`src/rtl/axis_width_upsizer.sv`:
```
// axis_width_upsizer: packs a narrow AXI-Stream into wide little-endian words.
// Emits one word per RATIO input beats, or early on tlast, with lane keep.
module axis_width_upsizer #(
    parameter int IN_WIDTH  = 8,
    parameter int OUT_WIDTH = 512,
    localparam int RATIO    = OUT_WIDTH / IN_WIDTH,
    localparam int CW       = $clog2(RATIO)
) (
    input  logic                 s_axis_aclk,
    input  logic                 reset,
    input  logic                 s_axis_tvalid,
    output logic                 s_axis_tready,
    input  logic [IN_WIDTH-1:0]  s_axis_tdata,
    input  logic                 s_axis_tlast,
    output logic                 m_axis_tvalid,
    input  logic                 m_axis_tready,
    output logic [OUT_WIDTH-1:0] m_axis_tdata,
    output logic [RATIO-1:0]     m_axis_tkeep,
    output logic                 m_axis_tlast
);

    logic [OUT_WIDTH-1:0] r_acc;
    logic [CW-1:0]        r_cnt;
    logic                 r_valid;
    logic [OUT_WIDTH-1:0] r_data;
    logic [RATIO-1:0]     r_keep;
    logic                 r_last;

    logic                 w_hs_in;
    logic                 w_hs_out;
    logic                 w_complete;
    logic [OUT_WIDTH-1:0] w_word;
    logic [RATIO-1:0]     w_keep;

    // Input is accepted whenever the output slot is free or draining now.
    assign s_axis_tready = ~reset & (~r_valid | m_axis_tready);
    assign w_hs_in       = s_axis_tvalid & s_axis_tready;
    assign w_hs_out      = r_valid & m_axis_tready;
    assign w_complete    = (r_cnt == CW'(RATIO - 1)) | s_axis_tlast;

    // Accumulator with the current lane overwritten, and keep mask 0..cnt.
    always_comb begin
        w_word = r_acc;
        w_word[r_cnt*IN_WIDTH +: IN_WIDTH] = s_axis_tdata;
        w_keep = '0;
        for (int k = 0; k < RATIO; k++) begin
            w_keep[k] = (CW'(k) <= r_cnt);
        end
    end

    // Lane accumulation; cleared whenever a word is handed to the output.
    always_ff @(posedge s_axis_aclk or posedge reset) begin
        if (reset) begin
            r_acc <= '0;
            r_cnt <= '0;
        end else if (w_hs_in) begin
            if (w_complete) begin
                r_acc <= '0;
                r_cnt <= '0;
            end else begin
                r_acc <= w_word;
                r_cnt <= r_cnt + 1'b1;
            end
        end
    end

    // Output register: loads on completion, drops valid only on handshake.
    always_ff @(posedge s_axis_aclk or posedge reset) begin
        if (reset) begin
            r_valid <= 1'b0;
            r_data  <= '0;
            r_keep  <= '0;
            r_last  <= 1'b0;
        end else if (w_hs_in && w_complete) begin
            r_valid <= 1'b1;
            r_data  <= w_word;
            r_keep  <= w_keep;
            r_last  <= s_axis_tlast;
        end else if (w_hs_out) begin
            r_valid <= 1'b0;
        end
    end

    assign m_axis_tvalid = r_valid;
    assign m_axis_tdata  = r_data;
    assign m_axis_tkeep  = r_keep;
    assign m_axis_tlast  = r_last;

endmodule
```
`config.mk`:
```
export PLATFORM = sky130hd
export DESIGN_NAME = axis_width_upsizer
export DESIGN_NICKNAME = d
export VERILOG_FILES = /design/src/rtl/axis_width_upsizer.sv
export SDC_FILE = /design/constraint.sdc
export NUM_CORES = 2
export LEC_CHECK = 0
export CAP_MARGIN = 5
export CORE_MARGIN = 5
export CORE_UTILIZATION = 50
export CTS_CLUSTER_DIAMETER = 120
export DETAILED_ROUTE_END_ITERATION = 8
export GPL_ROUTABILITY_DRIVEN = 0
export PLACE_DENSITY = 0.82
export SETUP_SLACK_MARGIN = 0.3
export SYNTH_ARGS = -nofsm -noshare
export SYNTH_HDL_FRONTEND = slang
export SYNTH_SLANG_ARGS = --single-unit
export TNS_END_PERCENT = 30
```
`constraint.sdc`:
```
create_clock -name s_axis_aclk -period 38.3 [get_ports s_axis_aclk]
set_input_delay 7.66 -clock s_axis_aclk [delete_from_list [all_inputs] [get_ports s_axis_aclk]]
set_output_delay 7.66 -clock s_axis_aclk [all_outputs]
set_load 0.01 [all_outputs]
```
Word-level counts from Yosys, hierarchy flattened:

Index checks and enable logic that the tools add are counted.

* bits in writable memories: 0
* ROM bits: 0
* input port bits: 13
* latch bits: 0
* memories kept: 0
* bits in registers: 1096

* shift-type cells: 2
* divide/modulo/power cells: 0
* add/subtract/negate cells: 2
* mux-type cells: 5
* $lt $le $gt $ge: 64
* reductions and logical operators: 2
* bitwise operators: 7
* equal/unequal tests: 1
* $mul: 0

Operators by type and width (count)
* bitwise mux 512 bit: 1
* 2-to-1 mux 512 bit: 1
* variable shift 8 x 34 -> 512 bit (first input constant): 1
* indexed part select 8 x 34 -> 512 bit: 1
* less-or-equal comparator 6 bit (first input constant): 32
* less-or-equal comparator 5 x 6 -> 1 bit (first input constant): 16
* less-or-equal comparator 4 x 6 -> 1 bit (first input constant): 8
* negation 9 -> 34 bit: 1
* less-or-equal comparator 3 x 6 -> 1 bit (first input constant): 4
* less-or-equal comparator 1 x 6 -> 1 bit (first input constant): 2
* less-or-equal comparator 2 x 6 -> 1 bit (first input constant): 2
* adder 6 x 1 -> 6 bit (second input constant): 1
* equality test 6 bit (second input constant): 1
* 2-to-1 mux 6 bit: 1
* AND 1 bit: 3
* 2-to-1 mux 1 bit: 2
* inverter 1 bit: 2
* OR 1 bit: 2
* nonzero test 2 bit: 1
* logical AND 1 bit: 1

Logic depth before layout (Yosys ltp):

* depth after elaboration: 6
* gate-level depth with buffers: 16
* gate-level depth less buffers: 8

Least setup slack after synthesis:

No wires, ideal clock.

* path kind: input port to output port
* start point: in reset
* end point: out s_axis_tready
* setup slack: -1459 ps
* stages on the path: 2
* path buffers: 0
* arrival: 32099 ps
* cell sequence: inv_1 > and2_1

* word-level cells in the longest chain between the ends: 2

Ends and longest elaborated chain
* from (decl): RTL line 10 `input logic reset,`
* inverter 1 bit: RTL line 36 `assign s_axis_tready = ~reset & (~r_valid | m_axis_tready);`
* AND 1 bit: RTL line 36
* to (decl): RTL line 12 `output logic s_axis_tready,`

No other way between the ends.

Worst setup path after layout:

Ends and elaborated chain as after synthesis.

==> flow_metrics.env <==
export IMPL_status="complete, no violations"
export IMPL_path_max_fanout=71
export IMPL_asyncSetResetFlopFracSynth_pct=100
export IMPL_synthMuxAreaShare_pct=5.61
export IMPL_drtPass1Iterations=6
export IMPL_finalClockSkew_ns=0.0206
export IMPL_yosys_area_top_type="dfrtp_1"
export IMPL_cts_setup_buffers=0
export IMPL_die_w_um=314
export IMPL_synth_xor_area_share_pct=0.114
export IMPL_final_area_um2=56700
export IMPL_grt_antenna_before_repair=4
export IMPL_slew_violations=0
export IMPL_synth_fa_ha_area_share_pct=0.108
export IMPL_path_clk_slew_ns=0.06
export IMPL_grt_pass1_vias=36600
export IMPL_multi_input_area_um2=17500
export IMPL_hold_viol=0
export IMPL_cts_max_level=3
export IMPL_ys_ff_latch=1096
export IMPL_ant_nets=0
export IMPL_overflow=0
export IMPL_ys_top_cells_by_area="dfrtp_1, mux2i_1, a221o_1, o2bb2ai_1, a22o_1"
export IMPL_core_area_um2=91700
export IMPL_dp_hpwl_mm=106
export IMPL_leakage_nw=23.5
export IMPL_slew_headroom_pct=11.4
export IMPL_grt_max_degree=262
export IMPL_synth_cells=3907
export IMPL_synthFlopType="dfrtp_1"
export IMPL_seq_area_um2=27400
export IMPL_cts_buffers=108
export IMPL_drive_above_1_share_pct=8.36
export IMPL_fill_cells=6934
export IMPL_synth_compound_area_share_pct=22.0
export IMPL_synth_area_um2=46200
export IMPL_power_density_nw_per_um2=46.0
export IMPL_drt_wirelength_per_cell_um=28.1
export IMPL_dp_cells=5439
export IMPL_num_vias=36600
export IMPL_hold_buffers=0
export IMPL_synth_avg_cell_area_um2=11.8
export IMPL_synth_most_common_cell="dfrtp_1"
export IMPL_die_height_um=314
export IMPL_rsz0062_at_grt="no"
export IMPL_grt_use_total_pct=31.3
export IMPL_fin_crit_sh_pct=45.1
export IMPL_ir_drop_v=0.0000354
export IMPL_num_rows=111
export IMPL_cp_end_kind="output pin"
export IMPL_ctsRootBufferMaster="clkbuf_16"
export IMPL_setup_viol_count_final=0
export IMPL_synth_edf_count=0
export IMPL_clock_sinks=1096
export IMPL_synth_warnings=0
export IMPL_worst_slew_pin_slew_ns=1.33
export IMPL_layout_setup_ws_ns=21.01
export IMPL_num_nets_final=4380
export IMPL_die_area_um2=98500
export IMPL_tritoncts="built"
export IMPL_cts_resized=0
export IMPL_cap_violations=0
export IMPL_whs_ns=0.477
export IMPL_instances_no_fill=5642
export IMPL_min_period_ns=17.29
export IMPL_critPathLaunchType="input pin"
export IMPL_fmax_mhz=57.8
export IMPL_insertion_delay_ns=0.70
export IMPL_synth_simple_gate_area_share_pct=9.53
export IMPL_synth_top_cell_area_share_pct=59.4
export IMPL_dpl_cell_area_um2=53000
export IMPL_drt_iter0_drc=4371
export IMPL_cp_required_ns=30.64
export IMPL_synth_top_family_by_area="compound AO/OA/AOI/OAI gates"
export IMPL_grt_pass1_wl_mm=236
export IMPL_hold_path_class="flop to flop"
export IMPL_ys_top_cells_by_count="dfrtp_1, nand2_1, nor2_1, o2bb2ai_1, mux2i_1"
export IMPL_drc_errors=0
export IMPL_cts_buffer_depth=3
export IMPL_syn_to_final_growth_pct=22.7
export IMPL_vias_per_cell=6.48
export IMPL_port_buffers=591
export IMPL_boundaryPins=592
export IMPL_critPathKind="input pin to output pin"
export IMPL_tns_ns=0
export IMPL_place_ws_ns=20.96
export IMPL_synthDistinctLibCells=76
export IMPL_routed_wl_mm=158
export IMPL_ys_seq_area_share_pct=59.4
export IMPL_start_util_pct=50.4
export IMPL_synthesis_nets=3924
export IMPL_arrival_ns=9.63
==> cell type report <==
class / instances / share of cell area [%]
Antenna cell: 6 / 0.0265
Timing Repair Buffer: 666 / 11.5
Tap cell: 1186 / 2.62
Inverter: 9 / 0.0663
Multi-Input combinational cell: 2482 / 30.9
Sequential cell: 1096 / 48.4
Clock inverter: 41 / 0.872
Clock buffer: 156 / 5.59
==> kinds of logic (layout without fill, tap and decap cells) <==
family / count (synthesis) / after routing
flops: 1096 / 1096
fa+ha+maj: 4 / 4
compound gates: 1263 / 1263
simple gates: 953 / 953
xor+xnor: 3 / 3
mux: 259 / 259
buf+inv: 329 / 872
other cells: 0 / 6
==> report_power, final <==
part           internal [mW]  total [mW]  switching (mW)
clock                  0.635        1.10           0.462
combinational         0.0784       0.313           0.235
sequential              1.18        1.19          0.0154
==> cells in the final DEF (no fill, tap or decap), drive strengths merged, types with 4 or more instances in the layout <==
cell type,Yosys,final
clkinvlp,0,7
nor2,289,289
a21o,10,10
or2,6,6
and3,17,17
diode,0,6
a32o,32,32
or3,9,9
a31oi,17,17
nand2b,6,6
nor2b,5,5
nand4,28,28
clkdlybuf4s50,0,591
mux2i,259,259
a22o,209,209
o2bb2ai,272,272
o31ai,12,12
and2,150,150
buf,128,75
clkinv,1,24
clkbuf,192,156
a211oi,17,17
inv,8,10
o2111ai,13,13
dfrtp,1096,1096
nor4,16,16
o21ai,318,318
ha,4,4
nor3,61,61
a221o,248,248
bufinv,0,9
nand2,333,333
a2111oi,11,11
nand3,26,26
a21oi,85,85
==> sequential cells by signal (all words and copies together) (netlist names) <==
register,cells
r_cnt,6
m_axis_tkeep,64
r_acc,512
m_axis_tvalid,1
m_axis_tdata,512
m_axis_tlast,1
==> worst paths after layout <==
path / start / to / slack (ns) / cells past startpoint
min in group asynchronous: reset / m_axis_tdata[178]$_DFFE_PP0P_ / 7.63 / 3
worst max-delay path: reset / s_axis_tready / 21.01 / 5
worst max register to register: r_cnt[1]$_DFFE_PP0P_ / r_acc[138]$_DFFE_PP0P_ / 33.11 / 10
max in group asynchronous: reset / r_acc[62]$_DFFE_PP0P_ / 26.52 / 7
worst min register to register: m_axis_tkeep[45]$_DFFE_PP0P_ / m_axis_tkeep[45]$_DFFE_PP0P_ / 0.48 / 2
worst min-delay path: m_axis_tkeep[45]$_DFFE_PP0P_ / m_axis_tkeep[45]$_DFFE_PP0P_ / 0.48 / 2
==> critical path, stage by stage <==
cell and delay, ns:
clkdlybuf4s50_1 0.46, clkinvlp_4 0.08, buf_4 0.65, and2_1 0.23
clkdlybuf4s50_1 0.53
==> metrics by stage <==
stage / utilization [%] / power (mW)
3_3_place_gp: 57.8 / 1.52
5_1_grt: 61.8 / 2.68
2_1_floorplan: - / 1.38
3_5_place_dp: 57.8 / 1.52
6_report: 61.8 / 2.60
4_1_cts: 61.8 / 2.61
==> per-layer routing <==
layer	vias up	global-route usage, %	share of wire [%]
li1	15500	-	-
met1	18500	41.5	39
met2	2098	47.7	45
met3	455	8.41	10
met4	0	16.3	5.6
met5	-	0	0
Power figures use the tool's default switching activity.
